`config.mk`:
```
export PLATFORM = sky130hd
export DESIGN_NAME = maq_bcd
export DESIGN_NICKNAME = d
export VERILOG_FILES = /design/src/rtl/maq_pkg.sv /design/src/rtl/maq_bcd.sv
export SDC_FILE = /design/constraint.sdc
export NUM_CORES = 1
export LEC_CHECK = 0
export BUFFER_PORTS_ARGS = -buffer_cell sky130_fd_sc_hd__buf_2
export CAP_MARGIN = 20
export CORE_MARGIN = 3
export CORE_UTILIZATION = 45
export DETAILED_ROUTE_END_ITERATION = 16
export GPL_TIMING_DRIVEN = 0
export PLACE_DENSITY = 0.71
export SKIP_LAST_GASP = 1
export SLEW_MARGIN = 40
export SYNTH_ARGS = -nofsm -noshare
export SYNTH_HDL_FRONTEND = slang
export SYNTH_SLANG_ARGS = --single-unit
```
`constraint.sdc`:
```
create_clock -name maqbcd_clock -period 1.9 [get_ports maqbcd_clock]
set_clock_uncertainty 0.15 [all_clocks]
set_input_delay 0.095 -clock maqbcd_clock [delete_from_list [all_inputs] [get_ports maqbcd_clock]]
set_output_delay 0.095 -clock maqbcd_clock [all_outputs]
set_load 0.005 [all_outputs]
```
`src/rtl/maq_pkg.sv`:
```
// Shared types and helpers for the clock's BCD digit machines.
package maq_pkg;

    typedef logic [3:0] bcd_t;

    function automatic bit bcd_valid(bcd_t d);
        return d <= 4'd9;
    endfunction

    function automatic int bcd2int(int msd, int lsd);
        return 10 * msd + lsd;
    endfunction

endpackage

```
`src/rtl/maq_bcd.sv`:
```
// Two-digit BCD modulo counter with up/down count, range-checked preset and
// single-cycle carry/borrow/load-error pulses; chained stage to stage via carry.
module maq_bcd
    import maq_pkg::*;
#(
    parameter int MSD_W   = 2,
    parameter int MAX_VAL = 23,
    parameter int MIN_VAL = 0
) (
    input  logic             maqbcd_clock,
    input  logic             maqbcd_reset,
    input  logic             maqbcd_enable,
    input  logic             maqbcd_incremento,
    input  logic             maqbcd_decremento,
    input  logic             maqbcd_load,
    input  bcd_t             maqbcd_load_lsd,
    input  logic [MSD_W-1:0] maqbcd_load_msd,
    output bcd_t             maqbcd_Lsd,
    output logic [MSD_W-1:0] maqbcd_Msd,
    output logic             maqbcd_carry,
    output logic             maqbcd_borrow,
    output logic             maqbcd_load_err
);

    localparam logic [MSD_W-1:0] MAX_MSD = MSD_W'(MAX_VAL / 10);
    localparam bcd_t             MAX_LSD = bcd_t'(MAX_VAL % 10);
    localparam logic [MSD_W-1:0] MIN_MSD = MSD_W'(MIN_VAL / 10);
    localparam bcd_t             MIN_LSD = bcd_t'(MIN_VAL % 10);
    localparam logic [MSD_W-1:0] MSD_ONE = MSD_W'(1);

    if (MAX_VAL > 99) begin : g_err_max_range
        $error("maq_bcd: MAX_VAL must not exceed 99");
    end
    if (MIN_VAL >= MAX_VAL) begin : g_err_min_range
        $error("maq_bcd: MIN_VAL must be below MAX_VAL");
    end
    if ((MAX_VAL / 10) > (2 ** MSD_W) - 1) begin : g_err_msd_width
        $error("maq_bcd: tens digit of MAX_VAL does not fit MSD_W");
    end

    typedef struct packed {
        logic [MSD_W-1:0] msd;
        bcd_t             lsd;
        logic             carry;
        logic             borrow;
        logic             load_err;
    } cnt_state_t;

    cnt_state_t cur;
    cnt_state_t nxt;

    logic step_up;
    logic step_down;
    logic at_max;
    logic at_min;
    logic load_ge_min;
    logic load_le_max;
    logic load_ok;

    // Range checks compare digit pairs against constants; the count is never converted to binary.
    assign at_max      = (cur.msd == MAX_MSD) && (cur.lsd == MAX_LSD);
    assign at_min      = (cur.msd == MIN_MSD) && (cur.lsd == MIN_LSD);
    assign load_ge_min = (maqbcd_load_msd > MIN_MSD) ||
                         ((maqbcd_load_msd == MIN_MSD) && (maqbcd_load_lsd >= MIN_LSD));
    assign load_le_max = (maqbcd_load_msd < MAX_MSD) ||
                         ((maqbcd_load_msd == MAX_MSD) && (maqbcd_load_lsd <= MAX_LSD));
    assign load_ok     = bcd_valid(maqbcd_load_lsd) && load_ge_min && load_le_max;

    assign step_up   = maqbcd_enable & maqbcd_incremento & ~maqbcd_decremento;
    assign step_down = maqbcd_enable & maqbcd_decremento & ~maqbcd_incremento;

    always_comb begin
        // NOTE: every field gets a default before any branch so no latch can be inferred.
        nxt          = cur;
        nxt.carry    = 1'b0;
        nxt.borrow   = 1'b0;
        nxt.load_err = 1'b0;
        if (maqbcd_load) begin
            if (load_ok) begin
                nxt.msd = maqbcd_load_msd;
                nxt.lsd = maqbcd_load_lsd;
            end else begin
                nxt.load_err = 1'b1;
            end
        end else if (step_up) begin
            if (at_max) begin
                nxt.msd   = MIN_MSD;
                nxt.lsd   = MIN_LSD;
                nxt.carry = 1'b1;
            end else if (cur.lsd == 4'd9) begin
                nxt.lsd = 4'd0;
                nxt.msd = cur.msd + MSD_ONE;
            end else begin
                nxt.lsd = cur.lsd + 4'd1;
            end
        end else if (step_down) begin
            if (at_min) begin
                nxt.msd    = MAX_MSD;
                nxt.lsd    = MAX_LSD;
                nxt.borrow = 1'b1;
            end else if (cur.lsd == 4'd0) begin
                nxt.lsd = 4'd9;
                nxt.msd = cur.msd - MSD_ONE;
            end else begin
                nxt.lsd = cur.lsd - 4'd1;
            end
        end
    end

    always_ff @(posedge maqbcd_clock or negedge maqbcd_reset) begin
        if (!maqbcd_reset) begin
            // NOTE: non-blocking assignments keep every register updating from pre-edge values.
            cur.msd      <= MIN_MSD;
            cur.lsd      <= MIN_LSD;
            cur.carry    <= 1'b0;
            cur.borrow   <= 1'b0;
            cur.load_err <= 1'b0;
        end else begin
            cur <= nxt;
        end
    end

    assign maqbcd_Msd      = cur.msd;
    assign maqbcd_Lsd      = cur.lsd;
    assign maqbcd_carry    = cur.carry;
    assign maqbcd_borrow   = cur.borrow;
    assign maqbcd_load_err = cur.load_err;

endmodule

```
==> impl_metrics.yaml <==
timing:
  hold_viol: 0
  slew_headroom_pct: 59.8
  finalSetupTns_ns: 0
  fin_crit_sh_pct: 96.8
  setup_viol: 0
  slew_viol_final: 0
  finalCriticalPeriod_ns: 1.84
  worstMarginPinSlew_ns: 0.603
  clock.fmax_ghz: 0.544
  worst_slack_ns: 0.0615
global_route:
  grt_max_degree: 11
  grt_pass1_vias: 680
  grtUsageTotal_pct: 16.9
  grt_antenna_before_repair: 0
  grt_pass1_wl_um: 3220
  gr-total-overflow: 0
pwr:
  p_leak_nw: 0.514
  finalPower_mw: 0.955
  power.density_mw_per_mm2: 843
  pwr-share-seq_pct: 29.5
  p_int_mw: 0.579
  netSwitchingFraction_pct: 39.4
  ir_drop_mv: 0.361
  p_comb_share_pct: 56.4
  p_clk_share_pct: 14.2
  p_sw_mw: 0.376
worst_setup_path:
  cp_max_fo: 5
  critPathRequiredTime_ns: 1.89
  crit_arrival_ns: 1.83
  start_kind: "register"
  critPathKind: "reg2reg"
  critPathCaptureType: "register"
routing:
  vias_per_cell: 5.49
  vias: 768
  drtIter0Drc: 20
  drtPass1Iterations: 4
  routed_wl_um: 2140
  ant_nets: 0
  post_drt_wl_per_cell_um: 15.3
  drc: 0
clocking:
  cts_tree: "yes"
  clkSinkCount: 9
  cts_max_path_buffers: 2
  insertion_delay_ns: 0.24
  cts_inserted_buffers: 3
  htree_levels: 1
  clockRootBuffer: "clkbuf_4"
  clk_pin_slew_ns: 0.06
synth:
  synthCells: 82
  yosys_warnings: 0
  netlist_area_um2: 840
  synth_edf_count: 0
  syn_nets: 101
  ys_types: 42
  ys_seq_area_share_pct: 26.8
  synth_ff_type: "dfrtp_1"
  ys_ff_latch: 9
  async_reset_ff_share_pct: 100
  syn_avg_cell_area_um2: 10.2
finish:
  nFillCells: 126
  multi_input_area_um2: 608
  diodes: 0
  syn_to_final_growth_pct: 34.9
  regArea_um2: 228
  fin_nets: 136
  fin_area_mm2: 0.00113
  final_layout_size_suffix_gt1_share_pct: 51.7
  stdcell_count: 140
floorplan:
  die_area_mm2: 0.00242
  start_util_pct: 51.5
  std_cell_rows: 14
  pin_count: 21
  coreArea_mm2: 0.00163
  die_w_um: 49.2
  die_h_um: 49.2
placement:
  post-place-ws_ns: -0.232
  hpwl_um: 1510
  gp_congestion: 0.826
  dp_cells: 126
  dpl_cell_area_um2: 970
  io_buffers: 20
job:
  drv_cap: 0
run_status:
  status: "completed"
hold_path:
  hp-class: "in2reg"
[cells in the final DEF, fill, tap and decap left out, types with 2 or more instances in the layout]
master	count
or3_1	2
and3b_2	2
ha_4	2
o22ai_1	3
buf_6	4
nor2_1	7
o21ai_0	2
ha_1	4
a221oi_2	2
buf_2	21
buf_4	7
o31ai_2	2
nor3_1	3
a21oi_1	2
clkbuf_4	3
nand2_1	2
mux2i_1	2
inv_4	2
nand3_1	2
dfrtp_2	2
a211oi_1	2
dfrtp_1	7
inv_1	3
[cell type report]
cell class	instances	area share, %
multi-input cells	64	53.7
flip-flops and latches	9	20.1
repair buffers	30	16.4
well taps	24	2.65
plain buffers	3	2.43
inverters	6	2.43
clock buffers	4	2.32
[flip-flops by register name, indices dropped and copies added, names as in the netlist]
name	flops
maqbcd_Msd	2
maqbcd_borrow	1
maqbcd_Lsd	4
maqbcd_carry	1
maqbcd_load_err	1
[worst paths after layout]
kind	slack [ns]	start	to	cells after the start
worst max-delay path	0.06	maqbcd_Lsd[0]	maqbcd_Lsd[2]	6
worst min-delay path	0.03	maqbcd_enable	maqbcd_borrow	3
worst max register to register	0.06	maqbcd_Lsd[0]	maqbcd_Lsd[2]	6
worst min register to register	0.47	maqbcd_Msd[1]	maqbcd_Msd[1]	2
max in group asynchronous	1.34	maqbcd_reset	maqbcd_Lsd[1]	2
min in group asynchronous	0.08	maqbcd_reset	maqbcd_load_err	2
[power groups by stage]
stage / logic (mW) / registers (mW) / clock network (mW)
2_1_floorplan: 0.300 / 0.275 / 0
3_3_place_gp: 0.417 / 0.279 / 0
3_5_place_dp: 0.424 / 0.280 / 0
4_1_cts: 0.454 / 0.281 / 0.140
5_1_grt: 0.578 / 0.289 / 0.150
6_report: 0.538 / 0.282 / 0.135
[routing by layer]
metal  wire (um)  vias to the layer above  GRT usage, %
li1            -                      385             -
met1         944                      348          22.9
met2        1040                       31          28.8
met3         120                        4          2.14
met4          32                        0          2.84
met5           0                        -             0
[through the flow]
step,hold WS (ns),util [%]
final,0.0336,69.5
after global routing,0.0360,69.5
after CTS,0.0365,63.6
after detailed placement,-0.204,59.5
after global placement,-0.208,59.5
after floorplan,-0.351,-
[repair_timing]
action                                  CTS  global route
setup buffers                             2             7
hold buffers                              1             0
hold endpoints to repair                  9             0
pin swaps                                 0             6
endpoints found under the setup margin    4             5
resized for setup                         5            11
[worst max-delay path: stages (launching register included)]
cell and delay (ns):
dfrtp_2 0.44, buf_4 0.15, ha_2 0.19, and4bb_4 0.24, nor4_4 0.20, a221oi_2 0.10
o31ai_2 0.25
[cells in the mapped netlist, types with 2 or more instances]
cell | number | share of area, %
o22ai_1 | 3 | 2.2
nand2_1 | 2 | 0.89
a211oi_1 | 2 | 1.8
mux2i_1 | 2 | 2.4
o21ai_0 | 2 | 1.2
a221oi_2 | 2 | 3.6
o31ai_2 | 2 | 3.0
or3_1 | 2 | 1.5
buf_6 | 2 | 2.7
nand3_1 | 2 | 1.2
nor3_1 | 3 | 1.8
ha_1 | 7 | 10
inv_1 | 6 | 2.7
a21oi_1 | 2 | 1.2
nor2_1 | 7 | 3.1
and3b_2 | 2 | 2.4
dfrtp_1 | 9 | 27
[logic make-up (layout without fill, tap and decap cells)]
kind of cell	Yosys count	count (layout)	share of synthesized area [%]
DFF	9	9	26.8
buffers and inverters	9	43	5.96
AOI/OAI and AO/OA	23	23	25.6
muxes	2	2	2.38
xor gates and xnor gates	2	2	2.09
adders and majority gates	7	7	10.4
and+or+nand+nor	30	30	26.7
No activity file was read; power rests on OpenSTA's default activity.
